**src/rtl/conv2d_shift_driver.sv**
```systemverilog
// Host-side driver for the shift-kernel convolution engine: frame loader, kernel-code server,
// result streamer. Optional feature macro: CONV_DRIVER_RELU_EN (clamp negative results to 0).
module conv2d_shift_driver #(
  parameter int pixel            = 4,
  parameter int kernel           = 3,
  parameter int stride           = 1,
  parameter int integer_width    = 10,
  parameter int fraction_width   = 10,
  parameter int kernel_bit_width = 6,
  parameter int read_latency     = 2
) (
  input  logic                                      clk,
  input  logic                                      reset_n,
  input  logic                                      start,
  output logic                                      busy,
  input  logic                                      kernel_wr_en,
  input  logic [3:0]                                kernel_wr_addr,
  input  logic [kernel_bit_width-1:0]               kernel_wr_data,
  input  logic                                      in_valid,
  output logic                                      in_ready,
  input  logic [integer_width+fraction_width-1:0]   in_data,
  output logic                                      conv_enableReadPixel,
  output logic [integer_width+fraction_width-1:0]   conv_Pixel_data,
  input  logic [3:0]                                conv_Kernel_address,
  output logic [kernel_bit_width-1:0]               conv_Kernel_data,
  input  logic                                      conv_done,
  output logic [12:0]                               conv_Output_Address,
  output logic                                      conv_Output_Enable,
  input  logic [integer_width+fraction_width-1:0]   conv_Output_data,
  output logic                                      out_valid,
  input  logic                                      out_ready,
  output logic [integer_width+fraction_width-1:0]   out_data,
  output logic                                      out_last
);

  localparam int W    = integer_width + fraction_width;
  localparam int NPIX = pixel * pixel;
  localparam int OSZ  = (pixel - kernel) / stride + 1;
  localparam int NOUT = OSZ * OSZ;
  localparam int KK   = kernel * kernel;
  localparam int CW   = 16;

  typedef enum logic [2:0] {
    IDLE,
    LOAD,
    WAIT_DONE,
    RD_ISSUE,
    RD_WAIT,
    OUT_HOLD
  } state_t;

  state_t                      state_q, state_d;
  logic [CW-1:0]               pix_cnt_q, pix_cnt_d;
  logic [12:0]                 out_cnt_q, out_cnt_d;
  logic [7:0]                  wait_q, wait_d;
  logic                        done_q;
  logic                        done_evt;
  logic                        pix_we_q, pix_we_d;
  logic [W-1:0]                pix_data_q, pix_data_d;
  logic                        oen_q, oen_d;
  logic [W-1:0]                out_data_q, out_data_d;
  logic                        out_last_q, out_last_d;
  logic [W-1:0]                rd_val;
  logic [kernel_bit_width-1:0] kdata_q, kdata_d;
  logic [kernel_bit_width-1:0] krf [KK];

  // Kernel register file: one register per entry; writes land only while idle.
  for (genvar gi = 0; gi < KK; gi++) begin : g_krf
    logic [kernel_bit_width-1:0] code_q;
    always_ff @(posedge clk or negedge reset_n) begin
      if (!reset_n) begin
        code_q <= '0;
      end else if (state_q == IDLE && kernel_wr_en && kernel_wr_addr == 4'(gi)) begin
        code_q <= kernel_wr_data;
      end
    end
    assign krf[gi] = code_q;
  end

  // Out-of-range fetch addresses match no entry and read back as zero.
  always_comb begin
    kdata_d = '0;
    for (int i = 0; i < KK; i++) begin
      if (conv_Kernel_address == 4'(i)) kdata_d = krf[i];
    end
  end

  // Rising edge only: done remains high from the previous frame until the first pixel write.
  assign done_evt = conv_done & ~done_q;

  always_comb begin
    rd_val = conv_Output_data;
`ifdef CONV_DRIVER_RELU_EN
    if (conv_Output_data[W-1]) rd_val = '0;
`endif
  end

  always_comb begin
    state_d    = state_q;
    pix_cnt_d  = pix_cnt_q;
    out_cnt_d  = out_cnt_q;
    wait_d     = wait_q;
    pix_we_d   = 1'b0;
    pix_data_d = pix_data_q;
    oen_d      = oen_q;
    out_data_d = out_data_q;
    out_last_d = out_last_q;
    case (state_q)
      IDLE: begin
        if (start) begin
          state_d   = LOAD;
          pix_cnt_d = '0;
        end
      end
      LOAD: begin
        if (in_valid) begin
          pix_we_d   = 1'b1;
          pix_data_d = in_data;
          pix_cnt_d  = pix_cnt_q + 16'd1;
          if (pix_cnt_q == 16'(NPIX - 1)) state_d = WAIT_DONE;
        end
      end
      WAIT_DONE: begin
        if (done_evt) begin
          state_d   = RD_ISSUE;
          out_cnt_d = '0;
          oen_d     = 1'b1;
        end
      end
      RD_ISSUE: begin
        state_d = RD_WAIT;
        wait_d  = '0;
      end
      RD_WAIT: begin
        // Address has been stable since RD_ISSUE, so data is settled by this edge.
        if (wait_q == 8'(read_latency - 1)) begin
          out_data_d = rd_val;
          out_last_d = (out_cnt_q == 13'(NOUT - 1));
          state_d    = OUT_HOLD;
        end else begin
          wait_d = wait_q + 8'd1;
        end
      end
      OUT_HOLD: begin
        if (out_ready) begin
          if (out_last_q) begin
            state_d    = IDLE;
            oen_d      = 1'b0;
            out_last_d = 1'b0;
          end else begin
            out_cnt_d = out_cnt_q + 13'd1;
            state_d   = RD_ISSUE;
          end
        end
      end
      default: state_d = IDLE;
    endcase
  end

  always_ff @(posedge clk or negedge reset_n) begin
    if (!reset_n) begin
      state_q    <= IDLE;
      pix_cnt_q  <= '0;
      out_cnt_q  <= '0;
      wait_q     <= '0;
      done_q     <= 1'b0;
      pix_we_q   <= 1'b0;
      pix_data_q <= '0;
      oen_q      <= 1'b0;
      out_data_q <= '0;
      out_last_q <= 1'b0;
      kdata_q    <= '0;
    end else begin
      state_q    <= state_d;
      pix_cnt_q  <= pix_cnt_d;
      out_cnt_q  <= out_cnt_d;
      wait_q     <= wait_d;
      done_q     <= conv_done;
      pix_we_q   <= pix_we_d;
      pix_data_q <= pix_data_d;
      oen_q      <= oen_d;
      out_data_q <= out_data_d;
      out_last_q <= out_last_d;
      kdata_q    <= kdata_d;
    end
  end

  assign busy                 = (state_q != IDLE);
  assign in_ready             = (state_q == LOAD);
  assign out_valid            = (state_q == OUT_HOLD);
  assign out_data             = out_data_q;
  assign out_last             = out_last_q;
  assign conv_enableReadPixel = pix_we_q;
  assign conv_Pixel_data      = pix_data_q;
  assign conv_Kernel_data     = kdata_q;
  assign conv_Output_Address  = out_cnt_q;
  assign conv_Output_Enable   = oen_q;

endmodule

```
**config.mk**
```make
export PLATFORM = sky130hd
export DESIGN_NAME = conv2d_shift_driver
export DESIGN_NICKNAME = d
export VERILOG_FILES = /design/src/rtl/conv2d_shift_driver.sv
export SDC_FILE = /design/constraint.sdc
export NUM_CORES = 1
export LEC_CHECK = 0
export ABC_AREA = 1
export CORE_UTILIZATION = 56
export DETAILED_ROUTE_END_ITERATION = 8
export HOLD_SLACK_MARGIN = 0.08
export PLACE_DENSITY = 0.9
export REMOVE_ABC_BUFFERS = 1
export SYNTH_ARGS = -nofsm -noshare
export SYNTH_HDL_FRONTEND = slang
export SYNTH_SLANG_ARGS = --single-unit
```
**constraint.sdc**
```tcl
create_clock -name clk -period 3.35 [get_ports clk]
set_clock_uncertainty 0.15 [all_clocks]
set_input_delay 1.005 -clock clk [delete_from_list [all_inputs] [get_ports clk]]
set_output_delay 1.005 -clock clk [all_outputs]
set_load 0.005 [all_outputs]
```
==> results.sh, run 1 <==
export IMPL_outcome="finished clean"
export IMPL_ys_types=35
export IMPL_post_route_min_period_ps=3190
export IMPL_fmax_mhz=314
export IMPL_placed_area_sq_um=8430
export IMPL_diodes=0
export IMPL_period_share_pct=95.1
export IMPL_antenna_found_initial=0
export IMPL_synth_simple_area_share_pct=31.9
export IMPL_final_util_pct=74.4
export IMPL_clockBufferDepth=2
export IMPL_rows=40
export IMPL_busiest_layer="met2"
export IMPL_yosys_top_cells_count="nand2_1, dfrtp_1, nand3_1, inv_1, nor2_1"
export IMPL_pre_cts_ws_ps=423
export IMPL_hp_class="reg2reg"
export IMPL_drc_errors=0
export IMPL_synth_top_area_share_pct=51.3
export IMPL_rsz0062_at_grt="false"
export IMPL_required_ps=2190
export IMPL_die_h_microns=114
export IMPL_crit_type="reg2out"
export IMPL_syn_area_sq_um=7020
export IMPL_yosysWarningCount=0
export IMPL_critPathMaxFanout=17
export IMPL_synth_seq_area_share_pct=51.3
export IMPL_initial_core_util_pct=58.0
export IMPL_drt_total_wl_microns=17900
export IMPL_ys_ff_latch=144
export IMPL_synthAdderAreaFrac_pct=0.713
export IMPL_grt_pass1_vias=6188
export IMPL_final_setup_viol_count=0
export IMPL_grt_met1_usage_pct=35.7
export IMPL_cts_buffers=17
export IMPL_leakage_nw=4.17
export IMPL_syn_inst=871
export IMPL_wl_per_cell_microns=15.2
export IMPL_cp_data_arrival_time_ps=2030
export IMPL_cp_start_kind="register"
export IMPL_final_cell_area_sq_um=9020
export IMPL_ys_flop_type="dfrtp_1"
export IMPL_maxCapViolations=0
export IMPL_hold_buffers=0
export IMPL_root_buffer="clkbuf_16"
export IMPL_postCtsSetupRepairBufs=0
export IMPL_async_reset_ff_share_pct=100
export IMPL_end_kind="output pin"
export IMPL_grt_overflow_total=0
export IMPL_worst_slew_pin_slew_ps=681
export IMPL_synth_xor_area_share_pct=0.873
export IMPL_hold_viol=0
export IMPL_use_met3_pct=6.00
export IMPL_cts_tree="built"
export IMPL_drtAntennaViolNets=0
export IMPL_place_hpwl_microns=12200
export IMPL_cts_resized_gates=0
export IMPL_grt_max_degree=63
export IMPL_core_area_sq_um=12100
export IMPL_use_met2_pct=49.6
export IMPL_synth_top_family_by_area="simple AND/OR/NAND/NOR gates"
export IMPL_htree_levels=4
export IMPL_port_buffers=125
export IMPL_gp_congestion=0.932
export IMPL_pin_count=126
export IMPL_drive_gt1_share_pct=9.10
export IMPL_avgSynthCellArea_sq_um=8.06
export IMPL_yosysMostFrequentCell="nand2_1"
export IMPL_post_place_cells=1147
export IMPL_yosysTopAreaCell="dfrtp_1"
export IMPL_synth_compound_area_share_pct=8.44
export IMPL_synth_area_top_cells="dfrtp_1, nand2_1, nand3_1, inv_1, nand4_1"
export IMPL_setup_slack_ps=164
export IMPL_tns_ps=0
export IMPL_slew_viol_final=0
export IMPL_power_density_nw_per_um2=746
export IMPL_viasPerCell=5.51
export IMPL_ir_worst_vdd_uv=495
export IMPL_routed_via_count=6492
export IMPL_cts_sinks=144
export IMPL_firstDrtPassIters=5
export IMPL_synth_mux_area_share_pct=0
export IMPL_clk_transition_reported_paths_ps=60
export IMPL_instances_no_fill=1179
export IMPL_slew_headroom_pct=54.5
export IMPL_drt_first_iter_violations=575
export IMPL_grt_pass1_wl_microns=29400
export IMPL_clk_latency_ps=420
export IMPL_track_usage_pct=29.0
export IMPL_synth_edf_count=0
export IMPL_die_w_microns=114
export IMPL_syn_to_final_growth_pct=28.4
export IMPL_dieArea_sq_um=13000
export IMPL_nets=1063
-- metrics by stage --
stage | power (mW) | hold slack [ps]
2_1_floorplan | 3.76 | 300
3_3_place_gp | 4.76 | 302
3_5_place_dp | 4.86 | 310
4_1_cts | 6.75 | 322
5_1_grt | 7.13 | 335
6_report | 6.73 | 319
-- worst paths after layout --
check | start | endpoint | slack [ps] | depth (start not counted)
max | state_q[0] | in_ready | 160 | 5
min | out_data[18] | out_data[18] | 320 | 2
max reg2reg | state_q[2] | out_data[3] | 1080 | 5
min reg2reg | out_data[18] | out_data[18] | 320 | 2
max in group asynchronous | reset_n | pix_cnt_q[5] | 1980 | 2
min in group asynchronous | reset_n | g_krf[1].code_q[1] | 410 | 1
-- cells in the final DEF, fill, tap and decap left out, types with 2 or more instances in the layout --
master / netlist / final
a21o_1: 2 / 2
nor2_1: 61 / 61
ha_1: 4 / 4
nand2_2: 10 / 10
clkinv_2: 1 / 5
dfrtp_1: 144 / 144
o21ai_2: 11 / 11
o21ai_1: 42 / 42
clkbuf_16: 0 / 17
clkbuf_8: 0 / 3
clkinvlp_4: 0 / 4
clkdlybuf4s50_1: 0 / 124
inv_2: 10 / 10
a21oi_1: 18 / 18
nor2_4: 3 / 3
nor3_2: 6 / 6
nand3_1: 83 / 83
xor2_1: 7 / 7
clkbuf_1: 4 / 2
o22ai_1: 5 / 5
nand4_1: 38 / 38
inv_1: 74 / 74
nor3_1: 19 / 19
o21ai_0: 22 / 22
buf_4: 0 / 7
buf_12: 1 / 2
nand2_1: 273 / 273
bufinv_16: 0 / 2
or2_2: 3 / 3
-- power by group --
part	total, mW	internal (mW)	switching (mW)	leakage [nW]
Clock	1.86	1.15	0.707	0.278
Combinational	2.08	0.978	1.10	2.06
Sequential	2.79	2.37	0.420	1.83
Total	6.73	4.50	2.23	4.17
-- cell type report --
class / count / area (sq um)
clock buffer: 22 / 474
tap: 168 / 210
timing repair buffer: 134 / 1350
sequential: 144 / 3600
multi-input combinational: 615 / 2940
clock inverter: 10 / 110
fill: 894 / 3100
inverter: 86 / 332
-- kinds of logic after synthesis --
logic type	after synthesis
AND/OR/NAND/NOR	501
flip-flops	144
buffers and inverters	112
AO/OA/AOI/OAI	103
XOR/XNOR	7
adder cells (fa/ha/maj)	4
-- layer usage --
layer,up-vias,wire [microns]
met5,-,0
li1,3093,-
met1,3070,7270
met4,0,571
met3,57,1010
met2,272,9010
-- state kept, by name, summed over array words and instances, names as in the netlist, 3 cells and up --
register,flops
conv_Output_Address,13
out_data,20
wait_q,8
g_krf.code_q,54
conv_Pixel_data,20
pix_cnt_q,16
state_q,3
conv_Kernel_data,6
-- critical path, stage by stage, from the launching register on --
cell	delay, ps
dfrtp_1	440
inv_2	90
nor2_4	120
nand2_1	120
inv_2	270
clkdlybuf4s50_1	580
Power figures use the tool's default switching activity.
==> run 2: changes to the inputs <==
--- a/config.mk
+++ b/config.mk
@@ -6,6 +6,7 @@
 export NUM_CORES = 1
 export LEC_CHECK = 0
 export ABC_AREA = 1
+export CAP_MARGIN = 5
 export CORE_UTILIZATION = 56
 export DETAILED_ROUTE_END_ITERATION = 8
 export HOLD_SLACK_MARGIN = 0.08
==> results of run 2 <==
No change in the layout: final DEF, timing and power equal those of run 1.
==> run 3: changes to the inputs <==
--- a/config.mk
+++ b/config.mk
@@ -8,6 +8,7 @@
 export ABC_AREA = 1
 export CAP_MARGIN = 5
 export CORE_UTILIZATION = 56
+export CTS_CLUSTER_DIAMETER = 200
 export DETAILED_ROUTE_END_ITERATION = 8
 export HOLD_SLACK_MARGIN = 0.08
 export PLACE_DENSITY = 0.9
==> results of run 3 <==
No change in the layout: final DEF, timing and power equal those of run 1.
